<file path="config.mk">
export PLATFORM = sky130hd
export DESIGN_NAME = prio_encoder_hs_flat
export DESIGN_NICKNAME = d
export VERILOG_FILES = /design/src/rtl/prio_encoder_hs_if.sv /design/src/rtl/prio_encoder_hs.sv /design/src/flat_wrapper.sv
export SDC_FILE = /design/constraint.sdc
export NUM_CORES = 1
export LEC_CHECK = 0
export ABC_AREA = 1
export BUFFER_PORTS_ARGS = -buffer_cell sky130_fd_sc_hd__buf_4
export CAP_MARGIN = 20
export CORE_MARGIN = 2
export CORE_UTILIZATION = 53
export CTS_CLUSTER_SIZE = 16
export DETAILED_ROUTE_END_ITERATION = 10
export PLACE_DENSITY = 0.91
export RECOVER_POWER = 25
export SETUP_SLACK_MARGIN = 0.1
export SLEW_MARGIN = 20
export SYNTH_ARGS = -nofsm -noshare
export SYNTH_HDL_FRONTEND = slang
export SYNTH_SLANG_ARGS = --single-unit
</file>
<file path="constraint.sdc">
create_clock -name clk -period 3.25 [get_ports clk]
set_input_delay 0 -clock clk [delete_from_list [all_inputs] [get_ports clk]]
set_output_delay 0 -clock clk [all_outputs]
set_load 0.05 [all_outputs]
</file>
<file path="src/rtl/prio_encoder_hs_if.sv">
// Valid/ready bundle for prio_encoder_hs: request channel in, encoded-index channel out.
// The slave modport is the encoder's view; the master modport is the source/sink side.
interface prio_encoder_hs_if #(
    parameter int N = 8,
    parameter int W = $clog2(N)
);
    logic         in_valid;
    logic         in_ready;
    logic [N-1:0] in_req;
    logic         onehot_mode;
    logic         out_valid;
    logic         out_ready;
    logic [W-1:0] out_idx;
    logic         out_zero;
    logic         out_err;

    modport slave (
        input  in_valid,
        input  in_req,
        input  onehot_mode,
        input  out_ready,
        output in_ready,
        output out_valid,
        output out_idx,
        output out_zero,
        output out_err
    );

    modport master (
        output in_valid,
        output in_req,
        output onehot_mode,
        output out_ready,
        input  in_ready,
        input  out_valid,
        input  out_idx,
        input  out_zero,
        input  out_err
    );
endinterface

</file>
<file path="src/rtl/prio_encoder_hs.sv">
// Registered N-to-log2(N) encoder behind a one-deep valid/ready stage, with
// one-hot checking, zero detection and a saturating error counter.
module prio_encoder_hs #(
    parameter int N         = 8,
    parameter int W         = $clog2(N),
    parameter bit LSB_FIRST = 1'b0
) (
    input  logic                  clk,
    input  logic                  rst_n,
    prio_encoder_hs_if.slave      bus,
    output logic [7:0]            err_cnt,
    input  logic                  clr_err
);

    typedef enum logic [0:0] {
        EMPTY = 1'b0,
        FULL  = 1'b1
    } state_e;

    typedef struct packed {
        logic [W-1:0] idx;
        logic         zero;
        logic         err;
    } enc_t;

    state_e       state_r;
    state_e       state_nxt_s;
    logic         rdy_en_r;
    logic         accept_s;
    logic         transfer_s;
    enc_t         enc_s;
    enc_t         res_r;
    logic [7:0]   err_cnt_r;

    // Highest and lowest set indices are both tracked; one-hot mode uses the
    // highest, which is the only set bit whenever no error is flagged.
    function automatic enc_t encode(input logic [N-1:0] req, input logic onehot);
        logic [W-1:0] hi;
        logic [W-1:0] lo;
        logic         any;
        logic         multi;
        enc_t         r;
        hi    = '0;
        lo    = '0;
        any   = 1'b0;
        multi = 1'b0;
        for (int i = 0; i < N; i++) begin
            multi = multi | (any & req[i]);
            any   = any | req[i];
            hi    = req[i] ? W'(i) : hi;
        end
        for (int i = N - 1; i >= 0; i--) begin
            lo = req[i] ? W'(i) : lo;
        end
        r.zero = ~any;
        r.err  = onehot & multi;
        if (!any || r.err) begin
            r.idx = '0;
        end else if (onehot || !LSB_FIRST) begin
            r.idx = hi;
        end else begin
            r.idx = lo;
        end
        return r;
    endfunction

    assign accept_s      = bus.in_valid & bus.in_ready;
    assign transfer_s    = bus.out_valid & bus.out_ready;
    assign bus.in_ready  = rdy_en_r & ((state_r == EMPTY) | bus.out_ready);
    assign bus.out_valid = (state_r == FULL);
    assign bus.out_idx   = res_r.idx;
    assign bus.out_zero  = res_r.zero;
    assign bus.out_err   = res_r.err;
    assign err_cnt       = err_cnt_r;

    // Combinational encode of the presented request vector
    always_comb begin
        enc_s = encode(bus.in_req, bus.onehot_mode);
    end

    // Next-state logic for the one-deep output stage
    always_comb begin
        state_nxt_s = state_r;
        case (state_r)
            EMPTY: begin
                if (accept_s) begin
                    state_nxt_s = FULL;
                end else begin
                    state_nxt_s = EMPTY;
                end
            end
            FULL: begin
                if (transfer_s && !accept_s) begin
                    state_nxt_s = EMPTY;
                end else begin
                    state_nxt_s = FULL;
                end
            end
            default: state_nxt_s = EMPTY;
        endcase
    end

    // State register; rdy_en_r keeps in_ready low until the first edge after reset
    always_ff @(posedge clk or negedge rst_n) begin
        if (!rst_n) begin
            state_r  <= EMPTY;
            rdy_en_r <= 1'b0;
        end else begin
            state_r  <= state_nxt_s;
            rdy_en_r <= 1'b1;
        end
    end

    // Result register, loaded on every accept and held otherwise
    always_ff @(posedge clk or negedge rst_n) begin
        if (!rst_n) begin
            res_r <= '0;
        end else if (accept_s) begin
            res_r <= enc_s;
        end else begin
            res_r <= res_r;
        end
    end

    // Saturating error counter; clear takes precedence over increment
    always_ff @(posedge clk or negedge rst_n) begin
        if (!rst_n) begin
            err_cnt_r <= 8'd0;
        end else if (clr_err) begin
            err_cnt_r <= 8'd0;
        end else if (accept_s && enc_s.err && (err_cnt_r != 8'hFF)) begin
            err_cnt_r <= err_cnt_r + 8'd1;
        end else begin
            err_cnt_r <= err_cnt_r;
        end
    end

endmodule

</file>
<file path="src/flat_wrapper.sv">
// flat-port wrapper written by rule: the top's interface ports become plain ports
module prio_encoder_hs_flat 
#(
    parameter int N         = 8,
    parameter int W         = $clog2(N),
    parameter bit LSB_FIRST = 1'b0
)
  (clk, rst_n, err_cnt, clr_err, bus_in_valid, bus_in_req, bus_onehot_mode, bus_out_ready, bus_in_ready, bus_out_valid, bus_out_idx, bus_out_zero, bus_out_err);
  prio_encoder_hs_if #(.N(N), .W(W)) bus_i ();
  input  logic clk;
  input  logic rst_n;
  output logic [7:0] err_cnt;
  input  logic clr_err;
  input wire logic [$bits(bus_i.in_valid)-1:0] bus_in_valid;
  input wire logic [$bits(bus_i.in_req)-1:0] bus_in_req;
  input wire logic [$bits(bus_i.onehot_mode)-1:0] bus_onehot_mode;
  input wire logic [$bits(bus_i.out_ready)-1:0] bus_out_ready;
  output wire logic [$bits(bus_i.in_ready)-1:0] bus_in_ready;
  output wire logic [$bits(bus_i.out_valid)-1:0] bus_out_valid;
  output wire logic [$bits(bus_i.out_idx)-1:0] bus_out_idx;
  output wire logic [$bits(bus_i.out_zero)-1:0] bus_out_zero;
  output wire logic [$bits(bus_i.out_err)-1:0] bus_out_err;
  assign bus_i.in_valid = bus_in_valid;
  assign bus_i.in_req = bus_in_req;
  assign bus_i.onehot_mode = bus_onehot_mode;
  assign bus_i.out_ready = bus_out_ready;
  assign bus_in_ready = bus_i.in_ready;
  assign bus_out_valid = bus_i.out_valid;
  assign bus_out_idx = bus_i.out_idx;
  assign bus_out_zero = bus_i.out_zero;
  assign bus_out_err = bus_i.out_err;
  prio_encoder_hs #(.N(N), .W(W), .LSB_FIRST(LSB_FIRST)) u_core (.clk(clk), .rst_n(rst_n), .bus(bus_i), .err_cnt(err_cnt), .clr_err(clr_err));
endmodule
</file>
==> results of run 1 <==
worst max-delay path, cell delays in order, from the launching register on:
cell     delay (ns)
dfrtp_1        0.42
ha_1           0.18
nand2_1        0.09
nor2_2         0.18
nand3_2        0.11
nand4_4        0.17
nand2_4        0.10
nand2_1        0.08
nand2_1        0.05
metrics by stage:
| stage | setup WS [ns] | power [mW] | utilization, % |
|---|---|---|---|
| final | 1.759 | 0.4969 | 71.01 |
| after detailed placement | 1.778 | 0.3850 | 68.39 |
| after global routing | 1.639 | 0.5215 | 71.01 |
| after floorplan | 1.532 | 0.3253 | - |
| after global placement | 1.875 | 0.3787 | 68.39 |
| after CTS | 1.758 | 0.4979 | 71.24 |
worst paths after layout:
kind / from / end / slack, ns / depth (start not counted)
min reg2reg: u_core.bus.out_idx[2]$_DFFE_PN0P_ / u_core.bus.out_idx[2]$_DFFE_PN0P_ / 0.50 / 2
max: u_core.err_cnt[0]$_DFFE_PN0P_ / u_core.err_cnt[1]$_DFFE_PN0P_ / 1.76 / 8
max reg2reg: u_core.err_cnt[0]$_DFFE_PN0P_ / u_core.err_cnt[1]$_DFFE_PN0P_ / 1.76 / 8
min: bus_in_req[7] / u_core.bus.out_idx[0]$_DFFE_PN0P_ / 0.001 / 3
max in group asynchronous: rst_n / u_core.err_cnt[2]$_DFFE_PN0P_ / 2.42 / 2
min in group asynchronous: rst_n / u_core.bus.out_idx[0]$_DFFE_PN0P_ / 0.31 / 2
routing by layer:
metal  up-vias  track usage [%]
li1        463                -
met1       425            29.50
met2        33            43.38
met3         5            3.968
met4         0            14.12
met5         -                0
Yosys cell counts, drive strengths merged:
cell	number
inv	15
nand4	2
nor3	1
nor3b	2
nand3	10
xnor2	1
buf	1
conb	1
nor2	19
clkinv	1
xor2	2
ha	1
a21oi	5
o21ai	5
dfrtp	15
nand2	45
o21bai	1
repair_timing:
item,in CTS,in global routing
gates resized for setup,0,0
hold buffers,2,0
endpoints found under the hold margin,16,0
final cells by class:
| cell class | count | area [sq um] |
|---|---|---|
| Clock buffer | 3 | 22.52 |
| Clock inverter | 1 | 5.005 |
| Fill cell | 130 | 484.2 |
| Inverter | 16 | 60.06 |
| Multi-Input combinational cell | 95 | 475.5 |
| Sequential cell | 15 | 375.4 |
| Tap cell | 17 | 21.27 |
| Timing Repair Buffer | 30 | 226.5 |
state kept, by name, summed over array words and instances, names as in the netlist:
name,cells
u_core.rdy_en_r,1
u_core.bus.out_idx,3
u_core.err_cnt,8
u_core.bus.out_zero,1
u_core.bus.out_valid,1
u_core.bus.out_err,1
report_power, final:
| group | switching (mW) | internal (mW) | leakage (nW) |
|---|---|---|---|
| Combinational | 0.113 | 0.0526 | 0.418 |
| Clock | 0.0687 | 0.0459 | 0.0177 |
| Sequential | 0.0127 | 0.204 | 0.196 |
| Total | 0.195 | 0.302 | 0.632 |
cell families after synthesis:
group / after synthesis / share of synthesized area (%)
AO/OA/AOI/OAI: 11 / 6.284
XOR/XNOR: 3 / 2.869
adder cells (fa/ha/maj): 1 / 1.366
buffers and inverters: 17 / 7.102
flip-flops: 15 / 40.98
other: 1 / 0.4094
AND/OR/NAND/NOR: 79 / 40.98
==> key figures, run 1 <==
STA
  • Slew headroom: 43.49%
  • Final-report hold violation count: 0
  • RSZ-0062 raised after global routing: no
  • Fmax: about 670 MHz
  • Fin. max-slew vios: 0
  • Post-Route Setup TNS: 0 ns
  • Tmin final: 1.491 ns
  • Slew at the pin closest to its max-slew limit: 0.8477 ns
  • Setup violators final: 0
  • Hold_ws: 0.001145 ns
  • Tcrit/Tclk final: 45.87%
  • Clk_skew: 0.004202 ns

CTS
  • Clock sink total: 15
  • TritonCTS Buffers: 3
  • CTS tree: done
  • Clock Pin Slew Worst Setup and Hold Paths: about 0.1 ns
  • Clock latency on the worst-skew pair: 0.30 ns
  • CTS H-tree lvls: 1
  • Clock Path Buffers: 2
  • CTS root buf: clkbuf_4
  • Setup repair bufs after CTS: 0

Yosys
  • Yosys warnings: 0
  • Post-Synthesis Cell Area: 915.9 sq um
  • Yosys cell types: 25
  • Top cell type's share of synthesized area: 40.98%
  • Synthesized area per cell: approximately 7 sq um
  • Area contributors post-synth: dfrtp_1 41%, nand2_1 17%, nor2_1 5.3%
  • Synth Net Count: 142
  • Post-synth top area cell: dfrtp_1
  • Mapped Cells: about 130
  • Synthesis-stage register bit count: 15
  • Register area share after synthesis: 40.98%

Die
  • Die ar.: just over 2000 sq um
  • Total core area: between 1500 and 2000 sq um
  • Rows: 15
  • Ports: 29
  • Die height: 45.57 microns
  • Initial core utilization: 54.83%
  • Die width: roughly 46 microns

Drt
  • Routed wire length: 2201 microns
  • Iter 0 DRT Violations: 22
  • DR DRC count: 0
  • Met3 routed WL: roughly 120 microns
  • M1 wire length: ~900 microns
  • ANT nets after route: 0
  • WL met2: 1140 microns
  • Post-DR vias/cell: 5.232
  • Vias: 926
  • Drt pass-1 iters: 4
  • Max Used Layer: met4
  • WL/cell: approximately 12 microns

GRT
  • GRT Resource Usage Total: 25.25%
  • Global route total overflow: 0
  • Global-route wire length before repair: between 3000 and 4000 microns
  • Vias in the first global route: 890
  • Largest net degree at the start of global routing: 16
  • Initial antenna violation count: 0

Placement
  • RePlAce Congestion: approximately 0.82
  • Cells after DPL: 171
  • DP HPWL: 1666 microns
  • DP Area: 1142 sq um
  • I/O Buffers: 28

Worst setup path
  • Critical Path AT: 1.68 ns
  • CP startpoint kind: register
  • Data required, critical path: ~3.4 ns
  • Crit end category: register
  • Crit Path Class: reg2reg
  • CP max FO: 9

Layout
  • N_diodes: 0
  • Most frequent cells in the layout: 42 x nand2_1, 27 x buf_4, 15 x dfrtp_1
  • P&R area growth vs syn: 29.51%
  • Most common cell after layout, fill and taps aside: nand2_1
  • Final Instance Area: 1186 sq um
  • Layout Nets: 176
  • Layout cell share with drive strength beyond 1: 28.13%
  • Post-Layout Cell Count: approximately 180

Pwr
  • Peak supply drop: 0.0002399 V
  • Pleak: 0.6319 nW
  • Pwr dens: 418.9 nW/um^2

Flow run
  • Maxcap violations: 0

Outcome
  • Run status: finished, final reports clean

Min path
  • Hold crit path type: in2reg
(Power assumes the default switching activity.)
==> inputs of run 2 (changes only) <==
--- a/config.mk
+++ b/config.mk
@@ -5,14 +5,14 @@
 export SDC_FILE = /design/constraint.sdc
 export NUM_CORES = 1
 export LEC_CHECK = 0
-export ABC_AREA = 1
+export ABC_AREA = 0
 export BUFFER_PORTS_ARGS = -buffer_cell sky130_fd_sc_hd__buf_4
 export CAP_MARGIN = 20
 export CORE_MARGIN = 2
-export CORE_UTILIZATION = 53
+export CORE_UTILIZATION = 49
 export CTS_CLUSTER_SIZE = 16
 export DETAILED_ROUTE_END_ITERATION = 10
-export PLACE_DENSITY = 0.91
+export PLACE_DENSITY = 0.86
 export RECOVER_POWER = 25
 export SETUP_SLACK_MARGIN = 0.1
 export SLEW_MARGIN = 20
==> constraint.sdc (replaced) <==
create_clock -name clk -period 1.5 [get_ports clk]
set_input_delay 0 -clock clk [delete_from_list [all_inputs] [get_ports clk]]
set_output_delay 0 -clock clk [all_outputs]
set_load 0.05 [all_outputs]
==> key figures, run 2 <==
Yosys
  • Share of synthesized registers carrying an async set or reset: 100.0% (unchanged)
  • Synthesis-stage register bit count: 15 (unchanged)
  • Yosys warnings: 0 (unchanged)
  • Synth Flop Type: dfrtp_1 (unchanged)
  • Register area share after synthesis: 42.19% (was 40.98%)
  • Top cell type's share of synthesized area: 42.19% (was 40.98%)
  • Post-synth top area cell: dfrtp_1 (unchanged)
  • Count of flip-flops with a built-in enable after synthesis: 0 (unchanged)
  • Synth Net Count: 107 (was 142)
  • Most frequent cells after synthesis: 15 x dfrtp_1, 12 x nand2_1, 8 x o21ai_0 (was 42 x nand2_1, 15 x dfrtp_1, 13 x nor2_1)
  • Most common cell in the netlist: dfrtp_1 (was nand2_1)
  • Yosys cell types: 36 (was 25)
  • Mapped Cells: 92 (was 127)
  • Synthesized area per cell: 9.670 sq um (was 7.212 sq um)
  • Post-Synthesis Cell Area: 889.6 sq um (was 915.9 sq um)
  • Area contributors post-synth: dfrtp_1 42%, nand2_1 5.1%, o21ai_0 4.5% (was dfrtp_1 41%, nand2_1 17%, nor2_1 5.3%)

Die
  • Die height: 46.61 microns (was 45.57 microns)
  • Die width: 46.61 microns (was 45.57 microns)
  • Ports: 29 (unchanged)
  • Initial core utilization: 52.09% (was 54.83%)
  • Total core area: 1708 sq um (was 1670 sq um)
  • Rows: 15 (unchanged)
  • Die ar.: 2172 sq um (was 2077 sq um)

STA
  • Final-report hold violation count: 0 (unchanged)
  • Setup violators final: 8 (was 0)
  • Slew headroom: 45.14% (was 43.49%)
  • RSZ-0062 raised after global routing: yes (was no)
  • Tcrit/Tclk final: 116.1% (was 45.87%)
  • Fmax: 574.0 MHz (was 670.8 MHz)
  • Clk_skew: 0.001757 ns (was 0.004202 ns)
  • Post-Route Setup TNS: -1.140 ns (was 0 ns)
  • Tmin final: 1.742 ns (was 1.491 ns)
  • Slew at the pin closest to its max-slew limit: 0.8230 ns (was 0.8477 ns)
  • Fin. max-slew vios: 0 (unchanged)
  • Setup ws final: -0.2420 ns (was 1.759 ns)

Drt
  • WL/cell: 15.96 microns (was 12.44 microns)
  • Iter 0 DRT Violations: 17 (was 22)
  • ANT nets after route: 0 (unchanged)
  • Post-DR vias/cell: 5.609 (was 5.232)
  • Routed wire length: 2777 microns (was 2201 microns)
  • Vias: 976 (was 926)
  • Drt pass-1 iters: 4 (unchanged)
  • DR DRC count: 0 (unchanged)

Layout
  • Max reg flops: 8 (unchanged)
  • Most frequent cells in the layout: 51 x buf_4, 11 x nand2_1, 8 x dfrtp_1 (was 42 x nand2_1, 27 x buf_4, 15 x dfrtp_1)
  • Fill cell count: 99 (was 130)
  • Most common cell after layout, fill and taps aside: buf_4 (was nand2_1)
  • Final core occ: 84.98% (was 71.01%)
  • P&R area growth vs syn: 63.15% (was 29.51%)
  • N_diodes: 0 (unchanged)
  • Final Instance Area: 1451 sq um (was 1186 sq um)
  • Layout cell share with drive strength beyond 1: 55.03% (was 28.13%)
  • Layout Nets: 165 (was 176)

Pwr
  • Peak supply drop: 0.0005256 V (was 0.0002399 V)
  • Final total power: 1.015 mW (was 496.9 uW)
  • Pwr dens: 699.2 nW/um^2 (was 418.9 nW/um^2)
  • Pleak: 0.6618 nW (was 0.6319 nW)

GRT
  • Global route total overflow: 0 (unchanged)
  • Largest net degree at the start of global routing: 16 (unchanged)
  • GRT Resource Usage Total: 24.54% (was 25.25%)
  • Global-route wire length before repair: 3732 microns (was 3712 microns)
  • Vias in the first global route: 896 (was 890)
  • Initial antenna violation count: 0 (unchanged)

Worst setup path
  • CP max FO: 4 (was 9)
  • Data required, critical path: 1.72 ns (was 3.44 ns)
  • CP startpoint kind: register (unchanged)
  • Crit end category: register (unchanged)
  • Critical Path AT: 1.96 ns (was 1.68 ns)
  • Crit Path Class: reg2reg (unchanged)

Placement
  • DP HPWL: 1886 microns (was 1666 microns)
  • RePlAce Congestion: 0.8851 (was 0.8178)
  • DP Area: 1299 sq um (was 1142 sq um)
  • I/O Buffers: 28 (unchanged)

CTS
  • Clock Pin Slew Worst Setup and Hold Paths: 0.09 ns (was 0.10 ns)
  • Clock Path Buffers: 2 (unchanged)
  • Clock sink total: 15 (unchanged)
  • CTS tree: done (unchanged)
  • CTS root buf: clkbuf_4 (unchanged)
  • TritonCTS Buffers: 3 (unchanged)
  • CTS H-tree lvls: 1 (unchanged)
  • Clock latency on the worst-skew pair: 0.29 ns (was 0.30 ns)

Outcome
  • Run status: finished, violations left (was finished, final reports clean)
  • Failing checks: negative setup slack

Flow run
  • Maxcap violations: 0 (unchanged)

Min path
  • Hold crit path type: in2reg (unchanged)
-- run 2: changes by cell type after synthesis, sizes merged, moves of 3 or more --
cell and delta:
nor2b +3, nand3 -6, o31ai +4, mux2 +4, o21ai +3, inv -14
nand2 -33, nor2 -12
-- run 2: what timing repair did --
item	CTS	global route
endpoints found under the hold margin	19	0
gates resized for setup	6	8
hold buffers	2	0
pin swaps	1	1
setup endpoints to repair	8	11
buffers inserted	0	5
-- run 2: layout make-up --
class | instances | area (sq um) | share of cell area (%)
multi-input combinational | 73 | 573.1 | 39.48
timing repair buffer | 56 | 432.9 | 29.83
inverter | 1 | 3.754 | 0.2586
tap | 25 | 31.28 | 2.155
sequential | 15 | 384.1 | 26.47
clock buffer | 4 | 26.28 | 1.810
-- run 2: power breakdown --
group / switching [mW] / internal (mW)
combinational: 0.201 / 0.127
clock: 0.137 / 0.103
sequential: 0.0169 / 0.429
-- run 2: per-layer routing --
metal	up-vias	wire, microns	global-route usage (%)
met4	0	41	5.556
met3	9	126	3.529
met2	42	1531	43.89
met5	-	0	0
met1	475	1078	31.05
li1	450	-	-
-- run 2: worst paths after layout --
check,slack [ns],depth (start not counted),startpoint,endpoint
setup / recovery,-0.24,6,u_core.err_cnt[1]$_DFFE_PN0P_,u_core.err_cnt[7]$_DFFE_PN0P_
hold / removal,0.03,4,bus_in_req[0],u_core.bus.out_zero$_DFFE_PN0P_
setup reg to reg,-0.24,6,u_core.err_cnt[1]$_DFFE_PN0P_,u_core.err_cnt[7]$_DFFE_PN0P_
hold reg to reg,0.51,2,u_core.bus.out_zero$_DFFE_PN0P_,u_core.bus.out_zero$_DFFE_PN0P_
max in group asynchronous,0.62,2,rst_n,u_core.err_cnt[0]$_DFFE_PN0P_
min in group asynchronous,0.32,2,rst_n,u_core.err_cnt[7]$_DFFE_PN0P_
-- run 2: cell families after synthesis --
logic type                 Yosys count  synth area share (%)
and+or+nand+nor                     43                 26.87
AOI/OAI and AO/OA                   24                 20.96
DFF                                 15                 42.19
buffers and inverters                4                 3.094
muxes                                4                 5.063
adders and majority gates            1                 1.406
other                                1                0.4215
-- run 2: critical path: stages, from the launching register on --
cell and delay (ns):
dfrtp_2 0.43, ha_4 0.17, nand3_4 0.07, o2111ai_4 0.13, or2_4 0.29, or4_4 0.42
a21oi_2 0.15
-- run 2: through the flow --
stage / setup slack [ns] / hold WS [ns] / std cells
after floorplan: -0.3110 / -0.2956 / 92
after global placement: -0.2189 / -0.1376 / 163
after detailed placement: -0.2253 / -0.1338 / 163
after CTS: -0.2284 / 0.009887 / 169
after global routing: -0.3072 / 0.02252 / 174
final: -0.2420 / 0.03112 / 174
==> inputs of run 3 (changes only) <==
--- a/config.mk
+++ b/config.mk
@@ -12,6 +12,7 @@
 export CORE_UTILIZATION = 49
 export CTS_CLUSTER_SIZE = 16
 export DETAILED_ROUTE_END_ITERATION = 10
+export MAX_ROUTING_LAYER = met4
 export PLACE_DENSITY = 0.86
 export RECOVER_POWER = 25
 export SETUP_SLACK_MARGIN = 0.1
==> key figures, run 3 (synthesis gave the netlist of run 2 again) <==
Layout
  • Final core occ: 84.98% (unchanged)
  • Most frequent cells in the layout: 51 x buf_4, 11 x nand2_1, 8 x dfrtp_1 (unchanged)
  • Layout cell share with drive strength beyond 1: 55.03% (unchanged)
  • Most common cell after layout, fill and taps aside: buf_4 (unchanged)
  • P&R area growth vs syn: 63.15% (unchanged)
  • Fill cell count: 99 (unchanged)
  • Layout Nets: 165 (unchanged)
  • Max reg flops: 8 (unchanged)
  • N_diodes: 0 (unchanged)
  • Final Instance Area: 1451 sq um (unchanged)

CTS
  • CTS H-tree lvls: 1 (unchanged)
  • Clock Path Buffers: 2 (unchanged)
  • TritonCTS Buffers: 3 (unchanged)
  • Clock Pin Slew Worst Setup and Hold Paths: 0.09 ns (about the same)
  • CTS tree: done (unchanged)
  • Clock sink total: 15 (unchanged)
  • Clock latency on the worst-skew pair: 0.29 ns (about the same)
  • CTS root buf: clkbuf_4 (unchanged)

GRT
  • Global route total overflow: 0 (unchanged)
  • M3 GR Usage: 3.529% (unchanged)
  • Largest net degree at the start of global routing: 16 (unchanged)
  • Global-route wire length before repair: 3732 microns (unchanged)
  • Initial antenna violation count: 0 (unchanged)
  • Met2 usage: 43.89% (unchanged)
  • Vias in the first global route: 896 (unchanged)
  • GR peak layer: met2 (unchanged)
  • Met1 GRT Util: 31.05% (unchanged)
  • GRT Resource Usage Total: 25.25% (was 24.54%)

Drt
  • Post-DR vias/cell: 5.477 (was 5.609)
  • Iter 0 DRT Violations: 21 (was 17)
  • WL/cell: 15.99 microns (was 15.96 microns)
  • Routed wire length: 2783 microns (was 2777 microns)
  • Drt pass-1 iters: 4 (unchanged)
  • Vias: 953 (was 976)
  • ANT nets after route: 0 (unchanged)
  • DR DRC count: 0 (unchanged)

Pwr
  • Pleak: 0.6618 nW (unchanged)
  • Final total power: 1.015 mW (about the same)
  • Pwr dens: 699.4 nW/um^2 (was 699.2 nW/um^2)
  • Peak supply drop: 0.0005264 V (was 0.0005256 V)

Flow run
  • Maxcap violations: 0 (unchanged)

Worst setup path
  • Crit Path Class: reg2reg (unchanged)
  • Critical Path AT: 1.96 ns (about the same)
  • Slowest cell on the critical path: dfrtp_2 (unchanged)
  • CP startpoint kind: register (unchanged)
  • Critical-path cell list: ha_4 > nand3_4 > o2111ai_4 > or2_4 > or4_4 > a21oi_2 (unchanged)
  • Crit end category: register (unchanged)
  • Max incr delay on CP: 0.43 ns (about the same)
  • R2R depth: 6 (unchanged)
  • Data required, critical path: 1.72 ns (about the same)
  • CP max FO: 4 (unchanged)

STA
  • Setup violators final: 8 (unchanged)
  • Clk_skew: 0.001552 ns (was 0.001757 ns)
  • Fin. max-slew vios: 0 (unchanged)
  • Final-report hold violation count: 0 (unchanged)
  • Post-Route Setup TNS: -1.148 ns (was -1.140 ns)
  • Tcrit/Tclk final: 116.1% (about the same)
  • Slew at the pin closest to its max-slew limit: 0.8455 ns (was 0.8230 ns)
  • Slew headroom: 43.63% (was 45.14%)
  • RSZ-0062 raised after global routing: yes (unchanged)
  • Setup ws final: -0.2422 ns (was -0.2420 ns)
  • Fmax: 574.0 MHz (about the same)
  • Tmin final: 1.742 ns (about the same)

Placement
  • I/O Buffers: 28 (unchanged)
  • DP HPWL: 1886 microns (unchanged)
  • DP Area: 1299 sq um (unchanged)
  • RePlAce Congestion: 0.8999 (was 0.8851)

Die
  • Total core area: 1708 sq um (unchanged)
  • Die width: 46.61 microns (unchanged)
  • Initial core utilization: 52.09% (unchanged)
  • Die ar.: 2172 sq um (unchanged)
  • Rows: 15 (unchanged)
  • Die height: 46.61 microns (unchanged)
  • Ports: 29 (unchanged)

Outcome
  • Run status: finished, violations left (unchanged)
  • Failing checks: negative setup slack (unchanged)

Min path
  • Hold Crit Depth: 4 (unchanged)
  • Hold crit path type: in2reg (unchanged)
run 3: cell counts in the layout (fill, tap and decap cells not counted):
Identical to the previous run, type by type.
run 3: layer usage:
layer,wire [microns],vias to the layer above
met5,0,-
met4,25,0
met3,99,5
met2,1571,30
met1,1087,469
li1,-,449
run 3: timing repair:
item,CTS,global route
pin swaps,1,1
endpoints found under the setup margin,8,11
hold buffers,2,0
hold endpoints to repair,19,0
gates resized for setup,6,8
setup buffers,0,5
run 3: layout make-up:
| type | count | area [sq um] | share of cell area (%) |
|---|---|---|---|
| Sequential cell | 15 | 384.1 | 26.47 |
| Clock buffer | 4 | 26.28 | 1.810 |
| Timing Repair Buffer | 56 | 432.9 | 29.83 |
| Inverter | 1 | 3.754 | 0.2586 |
| Tap cell | 25 | 31.28 | 2.155 |
| Multi-Input combinational cell | 73 | 573.1 | 39.48 |
run 3: critical path: cells and delay by family (launching register included):
kind / cells / cell delay (ns)
flops: 1 / 0.43
fa+ha+maj: 1 / 0.17
compound gates: 2 / 0.28
simple gates: 3 / 0.77
run 3: stage by stage:
| step | worst slack (ns) | hold WS, ns | cells |
|---|---|---|---|
| finish | -0.2422 | 0.03213 | 174 |
| floorplan | -0.3110 | -0.2956 | 92 |
| global placement | -0.2189 | -0.1376 | 163 |
| CTS | -0.2284 | 0.009887 | 169 |
| detailed placement | -0.2253 | -0.1338 | 163 |
| global route | -0.3072 | 0.02252 | 174 |
run 3: power by group:
part           internal, mW  switching, mW  leakage [nW]
sequential            0.429         0.0171         0.189
combinational         0.127          0.202         0.457
clock                 0.103          0.137        0.0150
run 3: final timing paths:
kind,end,startpoint,slack [ns]
worst max-delay path,u_core.err_cnt[7]$_DFFE_PN0P_,u_core.err_cnt[1]$_DFFE_PN0P_,-0.24
worst min-delay path,u_core.bus.out_zero$_DFFE_PN0P_,bus_in_req[0],0.03
worst max register to register,u_core.err_cnt[7]$_DFFE_PN0P_,u_core.err_cnt[1]$_DFFE_PN0P_,-0.24
worst min register to register,u_core.bus.out_idx[1]$_DFFE_PN0P_,u_core.bus.out_idx[1]$_DFFE_PN0P_,0.51
max in group asynchronous,u_core.err_cnt[0]$_DFFE_PN0P_,rst_n,0.59
min in group asynchronous,u_core.err_cnt[7]$_DFFE_PN0P_,rst_n,0.33
